===== config.mk =====
export PLATFORM = sky130hd
export DESIGN_NAME = qlm_pipe
export DESIGN_NICKNAME = d
export VERILOG_FILES = /design/src/rtl/qlm_pipe.sv
export SDC_FILE = /design/constraint.sdc
export NUM_CORES = 1
export LEC_CHECK = 0
export BUFFER_PORTS_ARGS = -buffer_cell sky130_fd_sc_hd__buf_2
export CORE_MARGIN = 1
export CORE_UTILIZATION = 30
export CTS_CLUSTER_DIAMETER = 80
export CTS_CLUSTER_SIZE = 12
export DETAILED_ROUTE_END_ITERATION = 10
export RECOVER_POWER = 100
export SETUP_SLACK_MARGIN = 0.02
export SYNTH_ARGS = -nofsm -noshare
export SYNTH_HDL_FRONTEND = slang
export SYNTH_SLANG_ARGS = --single-unit

===== constraint.sdc =====
create_clock -name clk -period 2.6 [get_ports clk]
set_input_delay 0.26 -clock clk [delete_from_list [all_inputs] [get_ports clk]]
set_output_delay 0.26 -clock clk [all_outputs]
set_load 0.02 [all_outputs]

===== src/rtl/qlm_pipe.sv =====
`default_nettype none
// ============================================================================
// Module   : qlm_pipe
// Brief    : 3-stage valid/ready Mitchell-style quantised log multiplier.
// Revision : 1.0
// ============================================================================
module qlm_pipe #(
    parameter int WIDTH  = 16,
    parameter int FRAC   = 5,
    parameter int Q      = 7,
    parameter int SIGNED = 1,
    parameter int TAG_W  = 4
) (
    input  logic                 clk,
    input  logic                 rst,
    input  logic                 in_valid,
    output logic                 in_ready,
    input  logic [WIDTH-1:0]     in_x,
    input  logic [WIDTH-1:0]     in_y,
    input  logic [TAG_W-1:0]     in_tag,
    output logic                 out_valid,
    input  logic                 out_ready,
    output logic [2*WIDTH-1:0]   out_p,
    output logic [TAG_W-1:0]     out_tag
);

    localparam int KW = $clog2(WIDTH);
    localparam int LW = KW + 1 + FRAC;
    localparam int PW = 2 * WIDTH + FRAC;

    function automatic logic [WIDTH-1:0] f_absq(input logic [WIDTH-1:0] a);
        logic [WIDTH-1:0] m;
        m = (SIGNED != 0) ? (a ^ {WIDTH{a[WIDTH-1]}}) : a;
        m[Q-1:0] = '0;
        return m;
    endfunction

    function automatic logic [KW-1:0] f_lod(input logic [WIDTH-1:0] m);
        logic [KW-1:0] k;
        k = KW'(Q);
        for (int i = Q; i < WIDTH; i++) begin
            if (m[i]) k = KW'(i);
        end
        return k;
    endfunction

    // Normalise the leading one to the MSB; the FRAC bits under it are the mantissa.
    function automatic logic [FRAC-1:0] f_mant(input logic [WIDTH-1:0] m, input logic [KW-1:0] k);
        logic [WIDTH-1:0] n;
        n = m << (KW'(WIDTH - 1) - k);
        return FRAC'(n >> (WIDTH - 1 - FRAC));
    endfunction

    // Handshake
    logic w_en1, w_en2, w_en3;
    logic r_v1, r_v2, r_v3;

    assign w_en3     = ~r_v3 | out_ready;
    assign w_en2     = ~r_v2 | w_en3;
    assign w_en1     = ~r_v1 | w_en2;
    assign in_ready  = w_en1;
    assign out_valid = r_v3;

    // Stage 1 combinational: abs, quantise, leading-one, mantissa
    logic [WIDTH-1:0] w_ax, w_ay;
    logic [KW-1:0]    w_kx, w_ky;
    logic [FRAC-1:0]  w_fx, w_fy;
    logic             w_zx, w_zy, w_sx, w_sy;

    assign w_ax = f_absq(in_x);
    assign w_ay = f_absq(in_y);
    assign w_kx = f_lod(w_ax);
    assign w_ky = f_lod(w_ay);
    assign w_fx = f_mant(w_ax, w_kx);
    assign w_fy = f_mant(w_ay, w_ky);
    assign w_zx = (w_ax == '0);
    assign w_zy = (w_ay == '0);
    assign w_sx = (SIGNED != 0) && in_x[WIDTH-1];
    assign w_sy = (SIGNED != 0) && in_y[WIDTH-1];

    logic [KW-1:0]    r_s1_kx, r_s1_ky;
    logic [FRAC-1:0]  r_s1_fx, r_s1_fy;
    logic             r_s1_zero, r_s1_sign;
    logic [TAG_W-1:0] r_s1_tag;

    logic [LW-1:0]    r_s2_log;
    logic             r_s2_zero, r_s2_sign;
    logic [TAG_W-1:0] r_s2_tag;

    // Stage 3 combinational: antilog of the summed log
    logic [PW-1:0]      w_shift;
    logic [2*WIDTH-1:0] w_pabs;
    logic [2*WIDTH-1:0] w_p;

    assign w_shift = PW'({1'b1, r_s2_log[FRAC-1:0]}) << r_s2_log[LW-1:FRAC];
    assign w_pabs  = (2*WIDTH)'(w_shift >> FRAC);
    assign w_p     = r_s2_zero ? '0 : (w_pabs ^ {(2*WIDTH){r_s2_sign}});

    always_ff @(posedge clk) begin
        if (w_en1 && in_valid) begin
            r_s1_kx   <= w_kx;
            r_s1_ky   <= w_ky;
            r_s1_fx   <= w_fx;
            r_s1_fy   <= w_fy;
            r_s1_zero <= w_zx | w_zy;
            r_s1_sign <= w_sx ^ w_sy;
            r_s1_tag  <= in_tag;
        end
        if (w_en2 && r_v1) begin
            // Mantissa overflow carries straight into the characteristic.
            r_s2_log  <= {1'b0, r_s1_kx, r_s1_fx} + {1'b0, r_s1_ky, r_s1_fy};
            r_s2_zero <= r_s1_zero;
            r_s2_sign <= r_s1_sign;
            r_s2_tag  <= r_s1_tag;
        end
    end

    always_ff @(posedge clk or posedge rst) begin
        if (rst) begin
            r_v1    <= 1'b0;
            r_v2    <= 1'b0;
            r_v3    <= 1'b0;
            out_p   <= '0;
            out_tag <= '0;
        end else begin
            if (w_en1) r_v1 <= in_valid;
            if (w_en2) r_v2 <= r_v1;
            if (w_en3) begin
                r_v3 <= r_v2;
                if (r_v2) begin
                    out_p   <= w_p;
                    out_tag <= r_s2_tag;
                end
            end
        end
    end

endmodule
`default_nettype wire


==> results.md, run 1 <==
* Async S/R FF share, synth at 0.494
* Die Span Y at 134 microns
* Max_cap viols at 1
* Worst ir drop on vdd at 258 uV
* Number of synthesized flops with an enable pin at 40
* Via density per instance at 5.17
* Result of the run: complete, but fails checks
* Post-DP Area at 0.00566 sq mm
* R2R cell count at 8
* Nets in the synthesized netlist at 581
* Wirelength per Cell at 14.8 microns
* Violated checks: capacitance limit, slew limit
* Clock Tree Buf Depth at 2
* Arrival time of data at the critical path endpoint at 2.50 ns
* Final HPWL DP at 8630 microns
* Endpoint class of the critical path: register
* Avg Synthesized Cell Area at 9.77 sq um
* Fraction of final layout cells with drive strength greater than 1 at 0.126
* Sequence of cells on the critical path: ha_1, fa_1, a21o_1, a21oi_2, nor2b_1, o21a_1, o41a_1, xor2_1
* Register area at 0.00218 sq mm
* Met1 layer wirelength in the final routing at 5380 microns
* Initial drt markers at 152
* Design area at 0.00585 sq mm
* Area occupied by multi-input gates at 0.00270 sq mm
* Clock slew at reported path FFs at 0.06 ns
* Routed via count at 4132
* Number of routed nets with antenna violations at 0
* Worst r2r dst: r_s2_log[8]
* Top Family by Delay on Critical Path: compound AO/OA/AOI/OAI gates
* Count of synthesis-stage warnings from yosys at 0
* Final-layout fill cell count at 1750
* Die footprint at 0.0178 sq mm
* Layout Nets at 624
* Maximum clock frequency at 0.414 GHz
* H-tree lvl count at 3
* Clock buffer count from CTS at 9
* Area delta synth->final at 12.7%
* Placeable core area at 0.0168 sq mm
* Highest layer used for signal routing: met4
* Crit path largest cell delay at 0.42 ns
* DRT Wirelength at 11800 microns
* Cell chosen for the clock root: sky130_fd_sc_hd__clkbuf_16
* Pwr/cell area at 698 mW/mm^2
* Final number of setup-violating endpoints at 0
* First-pass iteration count of the detailed router at 4
* Library cell contributing the largest single delay on the critical path: sky130_fd_sc_hd__fa_1
* Final-report hold violation count at 0
* Highest net fanout along the worst path at 2
* GRT Util Overall at 0.136
* Startpoint kind of the worst setup timing path: register
* Class of the tightest hold or removal check: in -> reg
* Worst hold path cell count at 1
* Static leakage at 0.00227 uW
* Worst-case hold path end point: r_s1_tag[0]
* Met3 wirelength from detailed routing at 459 microns
* Last weighted congestion value of the routability-driven placer at 0.919
* Synthesized netlist cell count at 531
* Width of the die at 134 microns
* Proportion of synthesized chip area in sequential cells at 0.420
* Count of buffers from port buffering at 63
* Unrepaired setup endpoints after global routing: no
* Actual transition at the worst max-transition pin at 2.05 ns
* Diode insertion count for antenna repair at 0
* Largest net degree at the start of global routing at 55
* TritonCTS clock tree: yes
* Total Negative Setup Slacks at 0 ns
* Clock latency reported for the late side of the worst-skew pair at 0.34 ns
* IO Count at 78
* Total count of max-transition violations in the final report at 40
* Summed instance area of the synthesized netlist at 0.00519 sq mm
* Critical R2R Launch: r_s1_fx[0]
* Synthesized flop and latch total at 79
* Quantity of hold-fixing buffers added after cts at 0
* Predominant post-synthesis flop cell: sky130_fd_sc_hd__edfxtp_1
* Worst Setup Path Type: reg -> reg
* TritonCTS sink count at 79
* Final period util at 0.928
* Initial standard-cell utilization of the core at 0.310
* Antenna violations before repair at 0
* Post-route insts no fill at 799
* Required time of the critical path at 2.68 ns
* Setup slack of the worst register-to-register path at 0.19 ns
* Fin Hold WS at 0.0916 ns
* Clock period minus final worst setup slack at 2.41 ns
* Buffers and inverters on the worst path at 0
* Slew headroom at -0.367
* Via count of the first global-routing pass at 3961
* Number of cells after detailed placement at 783
* First-pass GRT wire length at 19600 microns
* HP Start: in_tag[0]
* Routed met2 length at 5780 microns
* Final clock skew at 0.00615 ns
* Library cells used by synthesis at 78
* Overflow left after global routing at 0
* Site Rows at 47
* DRC at 0
* Pwr Total at 4080 uW
## logic make-up after synthesis
kind of cell	share of synthesized area
AO/OA/AOI/OAI	0.179
AND/OR/NAND/NOR	0.184
XOR/XNOR	0.0338
adder cells (fa/ha/maj)	0.0256
flip-flops	0.420
multiplexers	0.103
buffers and inverters	0.0540
## state kept, by name (all words and copies together) (netlist names)
| name | flops |
|---|---|
| out_p | 32 |
| out_tag | 4 |
| out_valid | 1 |
| r_s1_fx | 5 |
| r_s1_fy | 5 |
| r_s1_kx | 4 |
| r_s1_ky | 4 |
| r_s1_sign | 1 |
| r_s1_tag | 4 |
| r_s1_zero | 1 |
| r_s2_log | 10 |
| r_s2_sign | 1 |
| r_s2_tag | 4 |
| r_s2_zero | 1 |
| r_v1 | 1 |
| r_v2 | 1 |
## worst max path at each step
stage | from | end | cells past startpoint
after floorplan | r_s1_fx[0] | r_s2_log[8] | 8
after global placement | r_s1_fx[0] | r_s2_log[8] | 8
after detailed placement | r_s1_fx[0] | r_s2_log[8] | 8
after CTS | r_s1_fx[0] | r_s2_log[8] | 8
after global routing | in_x[12] | r_s1_fx[1] | 9
final | r_s1_fx[0] | r_s2_log[8] | 8
## power breakdown
group	total (uW)	leakage [uW]	switching, uW	internal (uW)
Sequential	1700	0.000869	159	1550
Combinational	1180	0.00126	735	447
Clock	1200	0.000143	532	664
## cell type report
class / instances / share of cell area
multi-input combinational: 395 / 0.462
sequential: 79 / 0.372
timing repair buffer: 74 / 0.0597
tap: 220 / 0.0471
clock buffer: 9 / 0.0385
clock inverter: 7 / 0.0103
inverter: 15 / 0.0103
## timing repair
item                       4_1_cts  5_1_grt
buffers inserted                 0        0
gates resized for setup          0        1
setup endpoints to repair        0        1
## synth_stat cells (8+ instances only)
cell,number,area [sq um]
sky130_fd_sc_hd__a21oi_1,11,55.1
sky130_fd_sc_hd__buf_2,14,70.1
sky130_fd_sc_hd__clkbuf_1,20,75.1
sky130_fd_sc_hd__dfrtp_1,39,976
sky130_fd_sc_hd__edfxtp_1,40,1200
sky130_fd_sc_hd__ha_1,9,113
sky130_fd_sc_hd__mux2_2,8,90.1
sky130_fd_sc_hd__mux2i_1,37,370
sky130_fd_sc_hd__nand2_1,56,210
sky130_fd_sc_hd__nand2b_1,12,75.1
sky130_fd_sc_hd__nand3_1,19,95.1
sky130_fd_sc_hd__nor2_1,40,150
sky130_fd_sc_hd__nor2b_1,18,113
sky130_fd_sc_hd__nor3_1,15,75.1
sky130_fd_sc_hd__o21ai_0,36,180
sky130_fd_sc_hd__xor2_1,13,114
## metrics by stage
stage / util / setup WS, ns
CTS: 0.355 / 0.141
global placement: 0.338 / 0.228
floorplan: - / 0.328
detailed placement: 0.338 / 0.171
finish: 0.349 / 0.186
global route: 0.349 / 0.0715
## placed cells by master (no fill, tap or decap), drive strengths merged, types with 5 or more instances in the layout
master and instances:
a211o 5, a21o 7, a21oi 11, a22o 6
buf 31, clkbuf 52, clkinv 5, dfrtp 39
edfxtp 40, ha 9, inv 16, mux2 10
mux2i 37, nand2 56, nand2b 14, nand3 19
nor2 41, nor2b 18, nor3 15, o211ai 7
o21ai 37, o22ai 8, or3 5, xnor2 7
xor2 13
## layer usage
layer / global-route usage / vias up
met3: 0.0240 / 16
met4: 0.0530 / 0
met2: 0.225 / 98
met5: 0 / -
met1: 0.175 / 1990
li1: - / 2028
Note: power is estimated with default switching activity, not from simulation.
==> run 2: changes to the inputs <==
- BUFFER_PORTS_ARGS: -buffer_cell sky130_fd_sc_hd__buf_2 -> -buffer_cell sky130_fd_sc_hd__buf_4
==> results.md, run 2 (synthesized netlist as in run 1, its figures left out) <==
* Result of the run: completed
* Die Span Y at 134 microns (unchanged)
* GRT Util Overall at 0.130 (-0.00522)
* Area delta synth->final at 14.5%
* Crit path largest cell delay at 0.41 ns (about the same)
* Pwr/cell area at 699 mW/mm^2 (about the same)
* IO Count at 78 (unchanged)
* Via count of the first global-routing pass at 3863 (-2.5%)
* Placeable core area at 0.0168 sq mm (unchanged)
* Cell chosen for the clock root: sky130_fd_sc_hd__clkbuf_16
* Most common cell after layout, fill and taps aside: sky130_fd_sc_hd__nand2_1
* Last weighted congestion value of the routability-driven placer at 0.924 (+0.51%)
* Clock slew at reported path FFs at 0.06 ns (about the same)
* Count of buffers from port buffering at 63 (unchanged)
* Diode insertion count for antenna repair at 0 (unchanged)
* Actual transition at the worst max-transition pin at 1.24 ns (-0.805 ns)
* Routed via count at 4061 (-1.7%)
* Pwr Total at 4150 uW (+1.7%)
* TritonCTS sink count at 79 (unchanged)
* Final clock skew at 0.00693 ns (+0.000787 ns)
* Die footprint at 0.0178 sq mm (unchanged)
* Initial drt markers at 176 (+16%)
* Number of routed nets with antenna violations at 0 (unchanged)
* Static leakage at 0.00230 uW (+1.3%)
* Quantity of hold-fixing buffers added after cts at 0 (unchanged)
* Arrival time of data at the critical path endpoint at 2.50 ns (about the same)
* Library cell contributing the largest single delay on the critical path: sky130_fd_sc_hd__fa_1
* First-pass iteration count of the detailed router at 5 (+1)
* Worst Setup Path Type: reg -> reg
* Largest regs: out_p x32, r_s2_log x10
* Clock Tree Buf Depth at 2 (unchanged)
* Fraction of final layout cells with drive strength greater than 1 at 0.124 (-0.00173)
* Clock period minus final worst setup slack at 2.41 ns (-0.00653 ns)
* Maximum clock frequency at 0.415 GHz (+0.27%)
* Endpoint class of the critical path: register
* Required time of the critical path at 2.69 ns (about the same)
* Fin Hold WS at 0.0454 ns (-0.0462 ns)
* Site Rows at 47 (unchanged)
* Final HPWL DP at 8430 microns (-2.3%)
* TritonCTS clock tree: yes
* Proportion of power drawn by flip-flops and latches at 0.410 (-0.008)
* Overflow left after global routing at 0 (unchanged)
* Clock latency reported for the late side of the worst-skew pair at 0.34 ns (about the same)
* Wirelength per Cell at 14.2 microns (-4.2%)
* Share of total power in combinational logic at 0.286 (-0.003)
* Number of resized instances in the post-cts repair step at 0 (unchanged)
* R2R cell count at 8 (unchanged)
* Final number of setup-violating endpoints at 0 (unchanged)
* Antenna violations before repair at 0 (unchanged)
* Slew headroom at 0.170 (+0.537)
* Cell internal pwr at 2730 uW (+2.7%)
* Total Negative Setup Slacks at 0 ns (unchanged)
* Unrepaired setup endpoints after global routing: no
* Buffers inserted during post-CTS setup optimization at 0 (unchanged)
* Total count of max-transition violations in the final report at 0 (-100%)
* Sequence of cells on the critical path: ha_1, fa_1, a21o_1, a21oi_1, nor2b_1, o21a_1, o41a_1, xor2_1
* Width of the die at 134 microns (unchanged)
* Layout Nets at 624 (unchanged)
* Register with the most flip-flops: out_p
* Net switching component of the power at 1420 uW (-0.20%)
* Max_cap viols at 0 (-1)
* Max reg flops at 32 (unchanged)
* Clock power frac at 0.304 (+0.011)
* First-pass GRT wire length at 18700 microns (-4.3%)
* Largest net degree at the start of global routing at 48 (-13%)
* Final-report hold violation count at 0 (unchanged)
* Initial standard-cell utilization of the core at 0.310 (unchanged)
* Highest net fanout along the worst path at 2 (unchanged)
* Via density per instance at 5.08 (-1.7%)
* H-tree lvl count at 3 (unchanged)
* DRC at 0 (unchanged)
* Clock buffer count from CTS at 9 (unchanged)
* Worst ir drop on vdd at 281 uV (+8.9%)
* Final period util at 0.926 (-0.00251)
* Startpoint kind of the worst setup timing path: register
* Proportion of total power due to net switching at 0.343 (-0.00654)
* Most frequent cells in the layout: 56 x sky130_fd_sc_hd__nand2_1, 45 x sky130_fd_sc_hd__clkbuf_1, 40 x sky130_fd_sc_hd__nor2_1, 40 x sky130_fd_sc_hd__edfxtp_1, 39 x sky130_fd_sc_hd__dfrtp_1
* Class of the tightest hold or removal check: in -> async
* DRT Wirelength at 11300 microns (-4.2%)
-- run 2: cell types whose count changed in the layout (fill, tap and decap cells not counted), moves of 2 or more --
| cell | change |
|---|---|
| sky130_fd_sc_hd__clkbuf_4 | +5 |
| sky130_fd_sc_hd__clkbuf_1 | +2 |
| sky130_fd_sc_hd__mux2_4 | +2 |
| sky130_fd_sc_hd__buf_2 | -23 |
| sky130_fd_sc_hd__buf_4 | +16 |
-- run 2: worst paths after layout --
check                       startpoint     endpoint  slack (ns)
setup reg to reg            r_s1_fx[0]  r_s2_log[8]        0.19
hold / removal                     rst     out_p[2]        0.05
setup / recovery            r_s1_fx[0]  r_s2_log[8]        0.19
max in group asynchronous          rst    out_p[31]        1.18
min in group clk             in_tag[0]  r_s1_tag[0]        0.11
hold reg to reg            r_s1_tag[2]  r_s2_tag[2]        0.42
-- run 2: critical path: cells and delay by family (launching register included) --
kind / cells / cell delay (ns)
xor gates and xnor gates: 1 / 0.15
adders and majority gates: 2 / 0.65
DFF: 1 / 0.37
AOI/OAI and AO/OA: 4 / 0.93
and+or+nand+nor: 1 / 0.07
-- run 2: power groups by stage --
stage	combinational [uW]	sequential (uW)	clock, uW
after floorplan	790	1810	0
after global placement	1280	1720	0
after detailed placement	1300	1730	0
after CTS	1310	1710	1290
after global routing	1310	1730	1340
final	1190	1700	1260
-- run 2: layout make-up --
type | count | area [sq um]
Clock inverter | 6 | 53.8
Sequential cell | 79 | 2180
Inverter | 15 | 63.8
Timing Repair Buffer | 74 | 399
Fill cell | 1747 | 10800
Multi-Input combinational cell | 395 | 2720
Clock buffer | 10 | 250
Tap cell | 220 | 275
-- run 2: metal layers --
layer,share of wire,vias up,GRT usage
met5,0,-,0
met4,0.024,0,0.0657
met3,0.031,18,0.0183
met2,0.47,77,0.213
met1,0.47,1935,0.169
li1,-,2031,-
-- run 2: through the flow --
stage                     cells  setup WS [ns]  area (sq um)  utilization
final                       799          0.193          5940        0.354
after global routing        799         0.0681          5940        0.354
after CTS                   799          0.196          6120        0.365
after detailed placement    783          0.205          5820        0.347
after global placement      783          0.225          5820        0.347
after floorplan             531          0.328          5190            -
==> run 3: changes to the inputs <==
- CORE_MARGIN: 1 -> unset
- GPL_TIMING_DRIVEN: unset -> 0
- SETUP_SLACK_MARGIN: 0.02 -> 0.3
==> results.md, run 3 (synthesized netlist as in run 1, its figures left out) <==
* Register with the most flip-flops: out_p
* Most common cell after layout, fill and taps aside: sky130_fd_sc_hd__clkbuf_1
* Total Negative Setup Slacks at 0 ns (unchanged)
* Clock period minus final worst setup slack at 2.38 ns (-0.0305 ns)
* Die footprint at 0.0178 sq mm (unchanged)
* Largest regs: out_p x32, r_s2_log x10
* Unrepaired setup endpoints after global routing: yes
* H-tree lvl count at 3 (unchanged)
* Last weighted congestion value of the routability-driven placer at 0.906 (-1.9%)
* Routed via count at 4175 (+2.8%)
* Fraction of final layout cells with drive strength greater than 1 at 0.126 (+0.00148)
* Final-layout fill cell count at 1715 (-1.8%)
* Result of the run: completed
* Arrival time of data at the critical path endpoint at 2.46 ns (-0.04 ns)
* Number of cells after detailed placement at 807 (+3.1%)
* Die Span Y at 134 microns (unchanged)
* Pwr Total at 4300 uW (+3.6%)
* Area delta synth->final at 16.8%
* Worst Setup Path Type: reg -> reg
* TritonCTS sink count at 79 (unchanged)
* First-pass GRT wire length at 19400 microns (+3.6%)
* Width of the die at 134 microns (unchanged)
* Wirelength per Cell at 14.3 microns (+0.58%)
* DRT Wirelength at 11800 microns (+3.7%)
* IO Count at 78 (unchanged)
* Static leakage at 0.00235 uW (+2.4%)
* Post-route insts no fill at 824 (+3.1%)
* Antenna violations before repair at 0 (unchanged)
* Largest net degree at the start of global routing at 25 (-48%)
* Startpoint kind of the worst setup timing path: register
* Max reg flops at 32 (unchanged)
* DRC at 0 (unchanged)
* Clock buffer count from CTS at 9 (unchanged)
* Initial standard-cell utilization of the core at 0.310 (unchanged)
* Placeable core area at 0.0168 sq mm (unchanged)
* Total count of max-transition violations in the final report at 0 (unchanged)
* Clock Tree Buf Depth at 2 (unchanged)
* Count of buffers from port buffering at 55 (-13%)
* Max_cap viols at 0 (unchanged)
* Slew headroom at 0.0556 (-0.114)
* Highest net fanout along the worst path at 2 (unchanged)
* Number of routed nets with antenna violations at 0 (unchanged)
* Pwr/cell area at 710 mW/mm^2 (+1.6%)
* Clock latency reported for the late side of the worst-skew pair at 0.34 ns (about the same)
* Site Rows at 47 (unchanged)
* Met3 usage at 0.0179 (-0.000381)
* Endpoint class of the critical path: register
* Most frequent cells in the layout: 65 x sky130_fd_sc_hd__clkbuf_1, 56 x sky130_fd_sc_hd__nand2_1, 41 x sky130_fd_sc_hd__nor2_1, 40 x sky130_fd_sc_hd__edfxtp_1, 39 x sky130_fd_sc_hd__dfrtp_1
* Via density per instance at 5.07 (-0.31%)
* Required time of the critical path at 2.69 ns (about the same)
* Overflow left after global routing at 0 (unchanged)
* Initial drt markers at 178 (+1.1%)
* Final period util at 0.914 (-0.0117)
* Met2 track demand over resource in global routing at 0.234 (+0.0211)
* GRT Util Overall at 0.135 (+0.00416)
* Final number of setup-violating endpoints at 0 (unchanged)
* Worst ir drop on vdd at 289 uV (+2.8%)
* TritonCTS clock tree: yes
* Quantity of hold-fixing buffers added after cts at 0 (unchanged)
* Clock slew at reported path FFs at 0.07 ns (about the same)
* Final-report hold violation count at 0 (unchanged)
* Utilization of the core after routing at 0.362 (+0.00717)
* Cell chosen for the clock root: sky130_fd_sc_hd__clkbuf_16
* Global routing met1 resource utilization at 0.166 (-0.00220)
* Actual transition at the worst max-transition pin at 1.42 ns (+0.171 ns)
* Layout Nets at 649 (+4.0%)
* Final HPWL DP at 8910 microns (+5.6%)
* Final clock skew at 0.00830 ns (+0.00137 ns)
* Layer with the highest usage after global routing: met2
* Class of the tightest hold or removal check: in -> async
* Maximum clock frequency at 0.421 GHz (+1.3%)
* First-pass iteration count of the detailed router at 4 (-1)
* Diode insertion count for antenna repair at 0 (unchanged)
* Via count of the first global-routing pass at 4125 (+6.8%)
## run 3: cell count changes in the layout (fill, tap and decap cells not counted), sizes merged
cell and delta:
inv -1, buf +4, bufinv +2, clkinvlp -1, clkbuf +20, clkinv +1
## run 3: final timing paths
path | from | endpoint | slack (ns) | depth (start not counted)
max in group asynchronous | rst | out_tag[2] | 1.14 | 3
min in group clk | in_tag[0] | r_s1_tag[0] | 0.12 | 1
max reg2reg | r_s1_fx[0] | r_s2_log[8] | 0.22 | 8
min reg2reg | r_s1_zero | r_s2_zero | 0.42 | 0
min | rst | out_p[0] | 0.01 | 2
max | r_s1_fx[0] | r_s2_log[8] | 0.22 | 8
## run 3: power by group
part	internal [uW]	leakage, uW	switching [uW]
logic	472	0.00132	792
registers	1540	0.000869	110
clock network	856	0.000163	528
total	2870	0.00235	1430
## run 3: timing repair
item,in CTS,in global routing
setup buffers,1,0
pin swaps,2,0
setup endpoints to repair,1,10
gates cloned,0,0
gates resized for setup,3,5
## run 3: through the flow
| stage | hold slack [ns] | instance area, sq um | worst slack, ns |
|---|---|---|---|
| 2_1_floorplan | 0.359 | 5190 | 0.328 |
| 3_3_place_gp | 0.403 | 5880 | 0.162 |
| 3_5_place_dp | 0.412 | 5900 | 0.121 |
| 4_1_cts | 0.0763 | 6250 | 0.297 |
| 5_1_grt | 0.0692 | 6060 | 0.100 |
| 6_report | 0.0146 | 6060 | 0.223 |
## run 3: final cells by class
type / count / area (sq um) / area share
Tap cell: 220 / 275 / 0.0454
Clock inverter: 7 / 103 / 0.0169
Timing Repair Buffer: 57 / 282 / 0.0464
Clock buffer: 9 / 225 / 0.0372
Sequential cell: 79 / 2180 / 0.359
Multi-Input combinational cell: 395 / 2720 / 0.449
Inverter: 15 / 63.8 / 0.0105
Buffer: 42 / 213 / 0.0351
## run 3: critical path: stages, from the launching register on
cell	delay, ns
sky130_fd_sc_hd__edfxtp_1	0.41
sky130_fd_sc_hd__ha_1	0.23
sky130_fd_sc_hd__fa_1	0.41
sky130_fd_sc_hd__a21o_1	0.21
sky130_fd_sc_hd__a21oi_2	0.15
sky130_fd_sc_hd__nor2b_1	0.06
sky130_fd_sc_hd__o21a_1	0.18
sky130_fd_sc_hd__o41a_1	0.32
sky130_fd_sc_hd__xor2_1	0.15
## run 3: metal layers
metal	routed length (microns)	share of wire
met3	413	0.035
met4	206	0.018
met2	5760	0.49
met1	5390	0.46
met5	0	0
